## config.mk

```make
export PLATFORM = sky130hd
export DESIGN_NAME = ctrl_pipeline
export DESIGN_NICKNAME = d
export VERILOG_FILES = /design/src/rtl/ctrl_pipeline.sv
export SDC_FILE = /design/constraint.sdc
export NUM_CORES = 1
export LEC_CHECK = 0
export ABC_AREA = 0
export BUFFER_PORTS_ARGS = -buffer_cell sky130_fd_sc_hd__buf_4
export CORE_MARGIN = 3
export CORE_UTILIZATION = 44
export DETAILED_ROUTE_END_ITERATION = 6
export PLACE_DENSITY = 0.74
export SYNTH_ARGS = -nofsm -noshare
export SYNTH_HDL_FRONTEND = slang
export SYNTH_SLANG_ARGS = --single-unit
```

## constraint.sdc

```tcl
create_clock -name i_clk -period 1.3 [get_ports i_clk]
set_input_delay 0.13 -clock i_clk [delete_from_list [all_inputs] [get_ports i_clk]]
set_output_delay 0.13 -clock i_clk [all_outputs]
set_load 0.02 [all_outputs]
```

## src/rtl/ctrl_pipeline.sv

```systemverilog
// ctrl_pipeline
//   Consumer end of the decode-stage control bundles (WB/M/EX) for a 5-stage
//   MIPS core. Carries the bundles through ID/EX, EX/MEM and MEM/WB, hands
//   each stage its control signals, inserts load-use stall bubbles and
//   resolves BEQ/BNE in MEM (flushing the younger stages).
//
// Ports
//   i_clk, i_rst                    clock, synchronous active-high reset
//   i_id_wb   {RegWrite, MemToReg}  i_id_m  {BNE, BEQ, MemRead, MemWrite}
//   i_id_ex   {RegDst, ALUsrc, ALUop}
//   i_id_valid                      decode holds a real instruction
//   i_id_rs/rt/rd                   register fields of the decoding instruction
//   i_mem_zero                      ALU zero flag of the MEM-stage instruction
//   o_ex_*                          EX-stage controls
//   o_mem_*                         MEM-stage controls, o_mem_br_taken = PC source
//   o_wb_*                          write-back controls and write address
//   o_stall                         hold PC and IF/ID
//   o_flush_ifid                    squash IF/ID
module ctrl_pipeline #(
    parameter int ALUOP_W     = 5,
    parameter int REG_AW      = 5,
    parameter bit LOAD_USE_EN = 1'b1
) (
    input  logic                 i_clk,
    input  logic                 i_rst,
    input  logic [1:0]           i_id_wb,
    input  logic [3:0]           i_id_m,
    input  logic [ALUOP_W+1:0]   i_id_ex,
    input  logic                 i_id_valid,
    input  logic [REG_AW-1:0]    i_id_rs,
    input  logic [REG_AW-1:0]    i_id_rt,
    input  logic [REG_AW-1:0]    i_id_rd,
    input  logic                 i_mem_zero,
    output logic [ALUOP_W-1:0]   o_ex_alu_op,
    output logic                 o_ex_alu_src,
    output logic                 o_ex_reg_dst,
    output logic                 o_mem_mem_read,
    output logic                 o_mem_mem_write,
    output logic                 o_mem_br_taken,
    output logic                 o_wb_reg_write,
    output logic                 o_wb_mem_to_reg,
    output logic [REG_AW-1:0]    o_wb_dest,
    output logic                 o_stall,
    output logic                 o_flush_ifid
);

    // M bundle bit positions
    localparam int M_WR  = 0;
    localparam int M_RD  = 1;
    localparam int M_BEQ = 2;
    localparam int M_BNE = 3;

    // ID/EX
    logic [1:0]         r_idex_wb;
    logic [3:0]         r_idex_m;
    logic [ALUOP_W+1:0] r_idex_ex;
    logic [REG_AW-1:0]  r_idex_rt;
    logic [REG_AW-1:0]  r_idex_rd;
    // EX/MEM
    logic [1:0]         r_exmem_wb;
    logic [3:0]         r_exmem_m;
    logic [REG_AW-1:0]  r_exmem_dest;
    // MEM/WB
    logic [1:0]         r_memwb_wb;
    logic [REG_AW-1:0]  r_memwb_dest;

    logic               w_load_use;
    logic               w_br_taken;
    logic               w_idex_bubble;
    logic [REG_AW-1:0]  w_ex_dest;

    assign w_br_taken = (r_exmem_m[M_BEQ] &  i_mem_zero) |
                        (r_exmem_m[M_BNE] & ~i_mem_zero);

    // Rt of a load in EX is consumed by the decoding instruction; $zero never hazards.
    assign w_load_use = LOAD_USE_EN && i_id_valid && r_idex_m[M_RD] &&
                        (r_idex_rt != '0) &&
                        ((r_idex_rt == i_id_rs) || (r_idex_rt == i_id_rt));

    // A taken branch already squashes the decoding instruction, so a
    // simultaneous stall would only hold a dead instruction.
    assign w_idex_bubble = !i_id_valid || w_load_use || w_br_taken;

    assign w_ex_dest = r_idex_ex[ALUOP_W+1] ? r_idex_rd : r_idex_rt;

    always_ff @(posedge i_clk) begin
        if (i_rst) begin
            r_idex_wb    <= '0;
            r_idex_m     <= '0;
            r_idex_ex    <= '0;
            r_idex_rt    <= '0;
            r_idex_rd    <= '0;
            r_exmem_wb   <= '0;
            r_exmem_m    <= '0;
            r_exmem_dest <= '0;
            r_memwb_wb   <= '0;
            r_memwb_dest <= '0;
        end else begin
            if (w_idex_bubble) begin
                r_idex_wb <= '0;
                r_idex_m  <= '0;
                r_idex_ex <= '0;
                r_idex_rt <= '0;
                r_idex_rd <= '0;
            end else begin
                r_idex_wb <= i_id_wb;
                r_idex_m  <= i_id_m;
                r_idex_ex <= i_id_ex;
                r_idex_rt <= i_id_rt;
                r_idex_rd <= i_id_rd;
            end

            if (w_br_taken) begin
                r_exmem_wb   <= '0;
                r_exmem_m    <= '0;
                r_exmem_dest <= '0;
            end else begin
                r_exmem_wb   <= r_idex_wb;
                r_exmem_m    <= r_idex_m;
                r_exmem_dest <= w_ex_dest;
            end

            // The branch itself still retires (its bundle never writes).
            r_memwb_wb   <= r_exmem_wb;
            r_memwb_dest <= r_exmem_dest;
        end
    end

    assign o_ex_alu_op     = r_idex_ex[ALUOP_W-1:0];
    assign o_ex_alu_src    = r_idex_ex[ALUOP_W];
    assign o_ex_reg_dst    = r_idex_ex[ALUOP_W+1];
    assign o_mem_mem_read  = r_exmem_m[M_RD];
    assign o_mem_mem_write = r_exmem_m[M_WR];
    assign o_mem_br_taken  = w_br_taken;
    assign o_wb_reg_write  = r_memwb_wb[1] && (r_memwb_dest != '0);
    assign o_wb_mem_to_reg = r_memwb_wb[0];
    assign o_wb_dest       = r_memwb_dest;
    assign o_stall         = w_load_use && !w_br_taken;
    assign o_flush_ifid    = w_br_taken;

endmodule
```

== After elaboration in Yosys (flattened, before gate mapping) ==
Index checks and enable logic that the tools add are counted.
Word-level totals
  output and inout bits: 19
  bits in registers: 41
  word-level logic and storage cells: 31
Cells by class
  bitwise operators: 4
  reductions and logical operators: 14
  mux-type cells: 1
  eq/ne operators: 2
Operator list (count)
  == test 5 bit: 2
  nonzero test 5 bit: 2
  logical AND 1 bit: 5
  2-to-1 mux 5 bit: 1
  OR reduction 2 bit: 2
  logical OR 1 bit: 3
  AND 1 bit: 2
  zero test 1 bit: 2
  inverter 1 bit: 1
  bitwise OR 1 bit: 1

== Logic depth before layout (Yosys ltp) ==
  depth in word-level cells: 6
  depth in mapped cells: 6
  depth with buffers taken out: 4

== Worst setup path before layout ==
OpenSTA, ideal clock, no wires.
  kind: reg2out
  from: register r_idex_rt[3]
  to: output o_stall
  setup slack: -0.130 ns
  data arrival time: 1.300 ns
  stages on the path, launching flop included: 4
  buffers on the path: 0
  cells stage by stage: dfxtp_1 > or3_1 > o311a_4 > and3b_2
Between the ends
  cells in the longest elaborated chain, start to end: 4
RTL lines
  start: declaration: RTL line 57  | logic [REG_AW-1:0] r_idex_rt;
  start signal: assignment: RTL line 109  | r_idex_rt <= i_id_rt;
  == test 5 bit / nonzero test 5 bit (equally long branches): RTL line 78, 77
  logical OR 1 bit / logical AND 1 bit (equally long branches): RTL line 78, 76
  logical AND 1 bit *: RTL line 77  | (r_idex_rt != '0) &&
  logical AND 1 bit *: RTL line 138  | assign o_stall = w_load_use && !w_br_taken;
  end: declaration: RTL line 43  | output logic o_stall,
Every way passes the cells marked *; elsewhere a longest branch is shown, timed or not.

== Worst setup path in the final report ==
Same ends and word-level chain as after synthesis.

==> flow_metrics.py <==
metrics = {
    "floorplanning": {
        "die-area_um2": 4230,
        "die_height_um": 65.0,
        "start_util_pct": 48.3,
        "coreArea_um2": 3180,
        "num_io_pins": 51,
        "fp.dieW_um": 65.0,
        "rows": 20,
    },
    "place": {
        "place_inst": 238,
        "gp_congestion": 0.776,
        "dp_hpwl_um": 2340,
        "dp_slack_ns": -0.196,
        "placed_area_um2": 2000,
        "portBuffers": 50,
    },
    "clock_tree": {
        "clock_path_buffers": 2,
        "cts.sinks": 41,
        "cts_made_buffers": 5,
        "clock_latency_ns": 0.34,
        "cts-root-buf": "clkbuf_4",
        "tritoncts": "built",
        "htree_levels": 2,
        "clkSlewWorstSetupHoldPaths_ns": 0.12,
    },
    "logic_synthesis": {
        "synthXorXnorAreaFrac_pct": 5.71,
        "yosys.area.top_type": "dfxtp_1",
        "netlist_instances": 144,
        "synthMuxAreaShare_pct": 4.00,
        "seq_area_frac_synth_pct": 53.5,
        "synth_cell_types": 23,
        "yosys.area_share.adder_pct": 0,
        "synth_compound_area_share_pct": 14.7,
        "synthSimpleGateAreaFrac_pct": 17.4,
        "synth_warnings": 0,
        "syn_avg_cell_area_um2": 10.7,
        "synth_top_family_by_area": "simple AND/OR/NAND/NOR gates",
        "ys_ff_latch": 41,
        "synth.cell_area_um2": 1530,
        "synth_top_area_share_pct": 53.5,
        "yosys-top-cells-area": "dfxtp_1, a21oi_2, nand3_1",
        "syn-num-nets": 176,
    },
    "critical_path": {
        "worst_ep_arrival_time_ns": 1.70,
        "r2r_slack_ns": -0.32,
        "cpLargestDelayFamily": "simple AND/OR/NAND/NOR gates",
        "cp-end-kind": "output port",
        "start_kind": "flop",
        "worst_path_max_delay_cell": "or3_4",
        "critical_path.cell_chain": "or3_4, o311a_4, and3b_2, buf_6",
        "critPathMaxFanout": 2,
        "path_buf_inv": 1,
        "worstSetupPathType": "reg2out",
        "cp_data_required_time_ns": 1.17,
        "max_stage_delay_ns": 0.38,
    },
    "global_route": {
        "use_met2_pct": 28.5,
        "grt_pass1_wl_um": 5160,
        "antenna_found_initial": 0,
        "gr-usage-met3_pct": 4.16,
        "grt_max_degree": 30,
        "grt_pass1_vias": 1162,
        "grt.busiest_layer": "met2",
        "grt-ovfl-total": 0,
        "grt_usage_pct": 16.2,
        "use_met1_pct": 18.3,
    },
    "cells_and_area": {
        "drive_gt1_share_pct": 51.0,
        "fin_util_pct": 70.9,
        "diodes": 0,
        "design_area_um2": 2250,
        "final_cell_mix": "buf_4, dfxtp_1, nand3_1",
        "area_growth_pct": 46.8,
        "finalNetCount": 239,
        "stdcell_count": 252,
        "final_common_cell": "buf_4",
    },
    "sta": {
        "setup_tns_ns": -7.66,
        "postLayoutSetupSlackWorst_ns": -0.530,
        "slew-limit-headroom_pct": 78.4,
        "tightest_slew_ns": 0.323,
        "hold_viol_final": 0,
        "whs_ns": 0.0431,
        "rsz0062_at_grt": "yes",
        "finalMaxSlewViolations": 0,
        "final.min_clock_period_ns": 1.83,
        "finalSetupViolations": 25,
        "finClkSkew_ns": 0.00727,
        "fin_crit_sh_pct": 141,
        "fmax_ghz": 0.546,
    },
    "power_and_ir_drop": {
        "peakVddDrop_mv": 1.06,
        "fin_total_pwr_mw": 2.64,
        "p_per_area_nw_per_um2": 1170,
        "leakagePower_nw": 0.944,
    },
    "outcome": {
        "status": "finished with violations",
        "violations": "setup timing",
    },
    "worst_hold_path": {
        "holdCritPathClass": "in2reg",
    },
    "drt": {
        "drtAntennaViolNets": 0,
        "vias": 1196,
        "routed_wl_um": 3150,
        "wl_per_cell_um": 12.5,
        "vias_per_cell": 4.75,
        "drtIter0Drc": 29,
        "dr.pass1.iters": 4,
        "drc": 0,
    },
    "run": {
        "cap_violations": 0,
    },
}
-- registers in the layout, indices dropped and copies added, names as in the netlist --
register,count
r_idex_rt,5
r_exmem_wb,2
r_exmem_dest,5
r_memwb_wb,2
r_idex_wb,2
r_idex_m,4
r_idex_rd,5
r_exmem_m,4
r_idex_ex,7
o_wb_dest,5
-- cells by family after synthesis --
group / Yosys count
multiplexers: 6
AND/OR/NAND/NOR: 50
flip-flops: 41
AO/OA/AOI/OAI: 26
buffers and inverters: 11
XOR/XNOR: 10
-- synth_stat cells --
cell type and n:
and3b_2 1, o311a_4 1, buf_1 1, or2_1 1
nand3_1 25, nand2_1 2, and2_1 6, clkbuf_1 3
a21oi_2 20, xnor2_1 10, o21a_1 1, o22ai_1 1
mux2_2 1, a21oi_1 3, mux2i_1 5, or4_1 1
buf_2 1, or3_1 1, dfxtp_1 41, buf_4 4
nor2b_1 7, nor2_1 6, buf_6 2
-- worst paths after layout --
check / startpoint / to / depth (start not counted)
max reg2reg: r_idex_rt[3] / r_idex_m[3] / 6
min reg2reg: r_idex_wb[1] / r_exmem_wb[1] / 1
min: i_id_ex[2] / r_idex_ex[2] / 3
max: r_idex_rt[3] / o_stall / 4
-- worst register-to-register path, stage by stage, from the launching register on --
cell and delay, ns:
dfxtp_2 0.34, or3_4 0.38, o311a_4 0.31, buf_4 0.14, buf_8 0.14, buf_12 0.14, a21oi_4 0.12
-- area by class of cell --
cell class | count | area, um^2
sequential | 41 | 825
multi-input combinational | 92 | 677
clock inverter | 3 | 65.1
timing repair buffer | 67 | 593
clock buffer | 5 | 37.5
fill | 234 | 926
tap | 44 | 55.1
-- report_power, final --
group,internal [mW],switching [mW]
Combinational,0.180,0.156
Clock,0.595,0.386
Sequential,1.30,0.0182
Total,2.07,0.561
-- routing by layer --
layer	part of all wire [%]	vias to the layer above	wire length (um)
li1	-	615	-
met1	44	538	1380
met2	50	37	1570
met3	5.1	6	160
met4	1.1	0	34
met5	0	-	0
-- repair_timing --
action	4_1_cts	5_1_grt
hold endpoints to repair	0	1
pin swaps	2	12
setup endpoints to repair	25	27
buffers inserted	1	2
resized for setup	10	9
hold buffers	0	1
cloned	2	0
No activity file was read; power rests on OpenSTA's default activity.
